### config.mk
export PLATFORM = sky130hd
export DESIGN_NAME = lap_recall_controller
export DESIGN_NICKNAME = d
export VERILOG_FILES = /design/src/rtl/lap_recall_controller.sv
export SDC_FILE = /design/constraint.sdc
export NUM_CORES = 1
export LEC_CHECK = 0
export CORE_ASPECT_RATIO = 1.5
export CORE_MARGIN = 5
export CORE_UTILIZATION = 54
export DETAILED_ROUTE_END_ITERATION = 10
export GPL_ROUTABILITY_DRIVEN = 0
export PLACE_DENSITY = 0.77
export SYNTH_ARGS = -nofsm -noshare
export SYNTH_HDL_FRONTEND = slang
export SYNTH_SLANG_ARGS = --single-unit
### constraint.sdc
create_clock -name clk_core -period 4.6 [get_ports clk_core]
set_input_delay 0.92 -clock clk_core [delete_from_list [all_inputs] [get_ports clk_core]]
set_output_delay 0.92 -clock clk_core [all_outputs]
set_load 0.05 [all_outputs]
### src/rtl/lap_recall_controller.sv
`default_nettype none
// ============================================================================
// Module   : lap_recall_controller
// Purpose  : Captures stopwatch lap times into a circular buffer and switches
//            the display between live time and stored laps. Optional feature
//            macro LAP_OVERWRITE_EN lets a full buffer overwrite its oldest lap.
// Revision : 1.0  initial release
// ============================================================================
module lap_recall_controller #(
  parameter int DEPTH = 8,
  parameter int IDX_W = 3
) (
  input  logic             clk_core,
  input  logic             rst,
  input  logic             lap_req,
  input  logic             recall_req,
  input  logic             next_req,
  input  logic             clear_req,
  input  logic [5:0]       min_i,
  input  logic [5:0]       sec_i,
  input  logic [6:0]       ms_10_i,
  output logic [5:0]       min_o,
  output logic [5:0]       sec_o,
  output logic [6:0]       ms_10_o,
  output logic [IDX_W-1:0] lap_idx_o,
  output logic [IDX_W:0]   lap_cnt_o,
  output logic             full_o,
  output logic             recall_o
);

  typedef enum logic [0:0] {
    ST_LIVE   = 1'b0,
    ST_RECALL = 1'b1
  } state_e;

  localparam logic [IDX_W:0]   C_DEPTH   = (IDX_W+1)'(DEPTH);
  localparam logic [IDX_W-1:0] C_IDX_ONE = IDX_W'(1);
  localparam logic [IDX_W:0]   C_CNT_ONE = (IDX_W+1)'(1);

  state_e           state_q, state_d;
  logic [IDX_W-1:0] wr_ptr_q, wr_ptr_d;
  logic [IDX_W:0]   lap_cnt_q, lap_cnt_d;
  logic [IDX_W-1:0] lap_idx_q, lap_idx_d;
  logic [18:0]      mem_q [DEPTH];

  logic             w_full;
  logic             w_wr_en;
  logic [IDX_W-1:0] w_base;
  logic [IDX_W-1:0] w_rd_addr;
  logic [18:0]      w_disp;

  assign w_full = (lap_cnt_q == C_DEPTH);

  // Requests are mutually exclusive by priority: clear > recall > lap > next.
  always_comb begin
    state_d   = state_q;
    wr_ptr_d  = wr_ptr_q;
    lap_cnt_d = lap_cnt_q;
    lap_idx_d = lap_idx_q;
    w_wr_en   = 1'b0;
    if (clear_req) begin
      state_d   = ST_LIVE;
      wr_ptr_d  = '0;
      lap_cnt_d = '0;
      lap_idx_d = '0;
    end else if (recall_req) begin
      if (state_q == ST_RECALL) begin
        state_d   = ST_LIVE;
        lap_idx_d = '0;
      end else if (lap_cnt_q != '0) begin
        state_d   = ST_RECALL;
        lap_idx_d = '0;
      end
    end else if (lap_req) begin
      if (state_q == ST_LIVE) begin
        if (!w_full) begin
          w_wr_en   = 1'b1;
          wr_ptr_d  = wr_ptr_q + C_IDX_ONE;
          lap_cnt_d = lap_cnt_q + C_CNT_ONE;
        end else begin
`ifdef LAP_OVERWRITE_EN
          w_wr_en  = 1'b1;
          wr_ptr_d = wr_ptr_q + C_IDX_ONE;
`else
          w_wr_en  = 1'b0;
`endif
        end
      end
    end else if (next_req) begin
      if (state_q == ST_RECALL) begin
        if ({1'b0, lap_idx_q} == (lap_cnt_q - C_CNT_ONE)) begin
          lap_idx_d = '0;
        end else begin
          lap_idx_d = lap_idx_q + C_IDX_ONE;
        end
      end
    end
  end

  // Once wrapped, the oldest surviving lap sits at the write pointer.
`ifdef LAP_OVERWRITE_EN
  assign w_base = (lap_cnt_d == C_DEPTH) ? wr_ptr_d : '0;
`else
  assign w_base = '0;
`endif

  assign w_rd_addr = w_base + lap_idx_d;

  // Display is derived from next-state so every output change lands one cycle after its cause.
  always_comb begin
    w_disp = {min_i, sec_i, ms_10_i};
    if (state_d == ST_RECALL) begin
      w_disp = mem_q[w_rd_addr];
    end
  end

  always_ff @(posedge clk_core) begin
    if (rst) begin
      state_q   <= ST_LIVE;
      wr_ptr_q  <= '0;
      lap_cnt_q <= '0;
      lap_idx_q <= '0;
      min_o     <= '0;
      sec_o     <= '0;
      ms_10_o   <= '0;
      lap_idx_o <= '0;
      lap_cnt_o <= '0;
      full_o    <= 1'b0;
      recall_o  <= 1'b0;
    end else begin
      state_q   <= state_d;
      wr_ptr_q  <= wr_ptr_d;
      lap_cnt_q <= lap_cnt_d;
      lap_idx_q <= lap_idx_d;
      min_o     <= w_disp[18:13];
      sec_o     <= w_disp[12:7];
      ms_10_o   <= w_disp[6:0];
      lap_idx_o <= lap_idx_d;
      lap_cnt_o <= lap_cnt_d;
      full_o    <= (lap_cnt_d == C_DEPTH);
      recall_o  <= (state_d == ST_RECALL);
    end
  end

  // Lap storage carries no reset; entries are only visible once counted.
  always_ff @(posedge clk_core) begin
    if (!rst && w_wr_en) begin
      mem_q[wr_ptr_q] <= {min_i, sec_i, ms_10_i};
    end
  end

endmodule
`default_nettype wire

==> flow_summary.json, run 1 <==
{
  "firstDrtPassIters": 5,
  "internal_power_mw": 2.58,
  "rsz0062_at_grt": "no",
  "place_ws_ns": 0.415,
  "synth_area_per_cell_sq_um": 12.4,
  "clk-insertion-delay-late_ns": 0.44,
  "post_cts_buffers": 0,
  "grt_pass1_vias": 6383,
  "synth_area_sq_um": 8470,
  "cts.clk_slew.worst_paths_ns": 0.07,
  "cts_buffer_depth": 2,
  "drv_slew": 0,
  "synthMuxAreaShare_pct": 2.38,
  "wl_per_cell_um": 26.0,
  "synthCells": 686,
  "drt_iter0_markers": 742,
  "finalCritPeriodShare_pct": 87.4,
  "drc": 0,
  "leakage_nw": 3.14,
  "die_h_um": 163,
  "core-area_sq_um": 15600,
  "fin_nets": 746,
  "final_common_cell": "edfxtp_1",
  "pwr-share-comb_pct": 5.4,
  "r2r_start": "lap_cnt_q[0]$_SDFF_PP0_",
  "grt_usage_pct": 27.0,
  "syn_nets": 715,
  "cp-end-kind": "flip-flop",
  "cts_tree": "done",
  "ctsResizeCount": 0,
  "ys_seq_area_share_pct": 61.2,
  "cp-start-kind": "flip-flop",
  "min_period_ns": 4.02,
  "port_buffers": 52,
  "postRouteAntennaNets": 0,
  "io_pins": 53,
  "ir_drop_uv": 300,
  "fin_util_pct": 63.0,
  "synth.ff_latch_count": 183,
  "synth-async-reset-ratio_pct": 0,
  "worstSetupStartpoint": "lap_cnt_q[0]$_SDFF_PP0_",
  "synth_top_family_by_area": "compound AO/OA/AOI/OAI gates",
  "crit_fanout": 21,
  "grt_first_pass_wirelength_um": 37000,
  "yosys.area_share.simple_pct": 13.5,
  "synth_cell_types": 55,
  "row_count": 56,
  "numCtsBuffers": 17,
  "finalWirelength_um": 24200,
  "p_sw_mw": 0.801,
  "crit_type": "flip-flop to flip-flop",
  "area_growth_pct": 15.6,
  "final_cell_mix": "edfxtp_1, clkdlybuf4s50_1, and3_1",
  "arrival_ns": 4.35,
  "die_x_um": 112,
  "antenna_found_initial": 0,
  "hold_class": "flip-flop to flip-flop",
  "hpwl_um": 15600,
  "synth-edff-count": 152,
  "worst_clock_skew_ns": 0.0185,
  "cts_sinks": 183,
  "holdBufCountCts": 0,
  "fin_tns_setup_ns": 0,
  "hp-start": "mem_q[1][14]$_DFFE_PP_",
  "cp.required_ns": 4.94,
  "max_freq_mhz": 249,
  "synth_xor_area_share_pct": 1.37,
  "pwr-share-clk_pct": 40.9,
  "power_density_nw_per_um2": 345,
  "sw_frac_of_total_pct": 23.7,
  "h-tree-depth": 4,
  "slew_headroom_pct": 27.9,
  "drive_gt1_share_pct": 11.0,
  "setup_slack_ns": 0.581,
  "grt_max_degree": 81,
  "drv_cap": 0,
  "setup_violations": 0,
  "ys.flop_type": "edfxtp_1",
  "synth-compound-area-share_pct": 17.6,
  "grt_overflow_total": 0,
  "sequentialPowerShare_pct": 53.7,
  "reg2reg_slack_ns": 0.58,
  "synthAdderAreaFrac_pct": 0.591,
  "worst_hold_slack_ns": 0.606,
  "hold_violations": 0,
  "die_area_sq_um": 18300,
  "yosysWarnings": 0,
  "start_util_pct": 54.5,
  "status": "finished clean",
  "n_antenna_cell": 0,
  "vias": 6413,
  "worst_slew_pin_slew_ns": 1.08,
  "cts-root-buf": "clkbuf_16",
  "via_per_inst": 6.87
}
[final timing paths]
path / end / cells past startpoint
max: sec_o[4]$_SDFF_PP0_ / 8
min: min_o[1]$_SDFF_PP0_ / 2
max reg2reg: sec_o[4]$_SDFF_PP0_ / 8
min reg2reg: min_o[1]$_SDFF_PP0_ / 2
[area by class of cell]
type	count	area (sq um)
flip-flops and latches	183	5190
fillers	1174	5760
clock inverters	15	138
multi-input cells	434	3070
well taps	203	254
clock buffers	17	425
inverters	5	18.8
repair buffers	76	701
[cells in the mapped netlist, drive strengths merged (2+ instances only)]
| master | count | area share (%) |
|---|---|---|
| buf | 12 | 0.84 |
| a21oi | 9 | 0.53 |
| o21ai | 23 | 1.4 |
| and2 | 3 | 0.22 |
| and3 | 39 | 2.9 |
| a31oi | 4 | 0.30 |
| xor2 | 5 | 0.52 |
| a211oi | 36 | 3.8 |
| nor4 | 37 | 2.7 |
| a2111oi | 18 | 1.9 |
| inv | 5 | 0.22 |
| o21bai | 18 | 1.6 |
| mux2i | 19 | 2.2 |
| clkbuf | 52 | 2.3 |
| xnor2 | 3 | 0.31 |
| nor2b | 4 | 0.30 |
| a21o | 2 | 0.18 |
| nand4 | 2 | 0.15 |
| edfxtp | 152 | 54 |
| nand2b | 21 | 1.6 |
| o211ai | 19 | 1.7 |
| a22oi | 18 | 1.6 |
| a311oi | 19 | 2.0 |
| o32a | 18 | 2.1 |
| or2 | 2 | 0.15 |
| nor2 | 37 | 1.6 |
| nor3 | 24 | 1.4 |
| nand2 | 29 | 1.3 |
| ha | 4 | 0.59 |
| dfxtp | 31 | 7.3 |
| or3 | 2 | 0.15 |
[cells by family after synthesis]
| family | count (synthesis) |
|---|---|
| simple gates | 210 |
| compound gates | 190 |
| buf+inv | 69 |
| flops | 183 |
| mux | 20 |
| fa+ha+maj | 4 |
| xor+xnor | 10 |
[metal layers]
layer / global-route usage (%) / up-vias / wire, um
li1: - / 2811 / -
met1: 29.6 / 3127 / 8150
met2: 45.7 / 373 / 12300
met3: 5.86 / 102 / 1680
met4: 20.1 / 0 / 2090
met5: 0 / - / 0
[stage by stage]
step / instances / total power, mW / instance area [sq um]
4_1_cts: 933 / 3.39 / 9790
2_1_floorplan: 686 / 1.94 / 8470
3_3_place_gp: 901 / 2.03 / 9230
3_5_place_dp: 901 / 2.03 / 9230
5_1_grt: 933 / 3.47 / 9790
6_report: 933 / 3.38 / 9790
[critical path, cell delays in order (launching register included)]
cell      delay [ns]
dfxtp_1         0.42
inv_1           0.14
ha_1            0.32
or4b_1          0.49
a21o_1          0.49
a21oi_4         0.61
and2_1          0.81
a311oi_1        0.32
nor4_1          0.32
[power by group through the flow]
stage / registers (mW) / clock network [mW] / logic, mW
2_1_floorplan: 1.88 / 0 / 0.0528
3_3_place_gp: 1.85 / 0 / 0.177
3_5_place_dp: 1.85 / 0 / 0.181
4_1_cts: 1.81 / 1.39 / 0.182
5_1_grt: 1.81 / 1.46 / 0.192
6_report: 1.81 / 1.38 / 0.184
[sequential cells by signal, indices dropped and copies added (netlist names)]
signal and flops:
full_o 1, ms_10_o 7, lap_cnt_q 4, mem_q 152
lap_idx_q 3, sec_o 6, state_q 1, min_o 6
wr_ptr_q 3
No activity file was read; power rests on OpenSTA's default activity.
==> run 2: changes to the inputs <==
Settings changed: CTS_CLUSTER_DIAMETER from default to 100.
==> results of run 2 <==
No change in the layout: final DEF, timing and power equal those of run 1.
==> run 3: changes to the inputs <==
Settings changed: ABC_CLOCK_PERIOD_IN_PS from default to 3400.
Clock period 4.6 ns to 3.4 ns, I/O delays scaled along.
==> flow_summary.json, run 3 (synthesis results as in run 1) <==
{
  "grt_pass1_vias": 6494,
  "hold_class": "flip-flop to flip-flop",
  "fin_tns_setup_ns": 0,
  "drt_iter0_markers": 697,
  "final_cell_mix": "edfxtp_1, buf_4, clkdlybuf4s50_1",
  "cts_tree": "done",
  "crit_type": "flip-flop to flip-flop",
  "max_freq_mhz": 308,
  "setup_violations": 0,
  "cts-root-buf": "clkbuf_16",
  "regMostFlops": "mem_q",
  "busiest_layer": "met2",
  "holdBufCountCts": 0,
  "arrival_ns": 3.55,
  "ctsResizeCount": 0,
  "die_h_um": 163,
  "core-area_sq_um": 15600,
  "final_common_cell": "edfxtp_1",
  "reg_top3": "mem_q (152), ms_10_o (7)",
  "numCtsBuffers": 17,
  "dp.cells": 931,
  "via_per_inst": 6.79,
  "drc": 0,
  "fin_nets": 776,
  "power_density_nw_per_um2": 458,
  "cts.clk_slew.worst_paths_ns": 0.07,
  "h-tree-depth": 4,
  "worst_slew_pin_slew_ns": 0.555,
  "grt_first_pass_wirelength_um": 35700,
  "grt_overflow_total": 0,
  "use_met1_pct": 28.8,
  "rsz0062_at_grt": "no",
  "finalWirelength_um": 23100,
  "post_cts_buffers": 0,
  "n_antenna_cell": 0,
  "hold_violations": 0,
  "fin_util_pct": 64.6,
  "start_util_pct": 54.5,
  "use_met3_pct": 3.85,
  "drv_cap": 0,
  "postRouteAntennaNets": 0,
  "cp-end-kind": "flip-flop",
  "io_pins": 53,
  "firstDrtPassIters": 7,
  "wl_per_cell_um": 24.0,
  "die_x_um": 112,
  "min_period_ns": 3.25,
  "cp-start-kind": "flip-flop",
  "finalCritPeriodShare_pct": 95.5,
  "grt_usage_pct": 25.2,
  "clk-insertion-delay-late_ns": 0.43,
  "ir_drop_uv": 301,
  "grt_util_met2_pct": 45.1,
  "row_count": 56,
  "cp.required_ns": 3.71,
  "status": "finished clean",
  "rr_worst_depth": 10,
  "post_layout_nonfiller_instances": 963,
  "r2r_start": "lap_cnt_q[0]$_SDFF_PP0_",
  "port_buffers": 52,
  "slew_headroom_pct": 62.7,
  "worstSetupStartpoint": "lap_cnt_q[0]$_SDFF_PP0_",
  "holdPathStages": 2,
  "drive_gt1_share_pct": 14.5,
  "vias": 6535,
  "crit_fanout": 27,
  "antenna_found_initial": 0,
  "die_area_sq_um": 18300,
  "area_growth_pct": 18.6,
  "largest_reg_flops": 152,
  "cts_buffer_depth": 2,
  "worst_clock_skew_ns": 0.00967,
  "power_mw": 4.60,
  "drv_slew": 0,
  "hp-start": "wr_ptr_q[1]$_SDFFE_PP0P_",
  "leakage_nw": 3.30,
  "hpwl_um": 15100,
  "cts_sinks": 183,
  "grt_max_degree": 39
}
[run 3: metrics by stage]
stage | setup slack, ns | hold WS [ns] | cell area, sq um
CTS | 0.199 | 0.621 | 10000
detailed placement | -0.0134 | 0.612 | 9470
global route | 0.0138 | 0.663 | 10000
global placement | 0.0847 | 0.587 | 9470
floorplan | 0.102 | 0.519 | 8490
finish | 0.151 | 0.615 | 10000
[run 3: power by group]
part           leakage [nW]  switching, mW  internal [mW]  total (mW)
Sequential             1.62         0.0117           2.44        2.45
Combinational          1.39          0.166         0.0866       0.252
Clock                 0.284          0.901          0.992        1.89
[run 3: per-layer routing]
| metal | vias up | share of wire [%] |
|---|---|---|
| met1 | 3185 | 35 |
| met3 | 74 | 8.3 |
| met5 | - | 0 |
| li1 | 2872 | - |
| met2 | 404 | 52 |
| met4 | 0 | 4.7 |
[run 3: critical path, stage by stage, from the launching register on]
cell and delay (ns):
dfxtp_1 0.39, inv_1 0.12, ha_1 0.31, or4b_1 0.50, a21o_1 0.27, buf_4 0.27
a211oi_1 0.34, a22oi_1 0.14, a311oi_1 0.52, buf_4 0.20, nor4_1 0.04
[run 3: path summary, 6_finish.rpt]
check,endpoint,slack (ns)
max,sec_o[0]$_SDFF_PP0_,0.15
min,wr_ptr_q[1]$_SDFFE_PP0P_,0.62
max reg2reg,sec_o[0]$_SDFF_PP0_,0.15
min reg2reg,wr_ptr_q[1]$_SDFFE_PP0P_,0.62
[run 3: area by class of cell]
type / count / area [sq um]
timing repair buffer: 106 / 926
inverter: 5 / 18.8
clock inverter: 14 / 139
sequential: 183 / 5190
clock buffer: 18 / 439
multi-input combinational: 434 / 3090
tap: 203 / 254
fill: 1146 / 5510
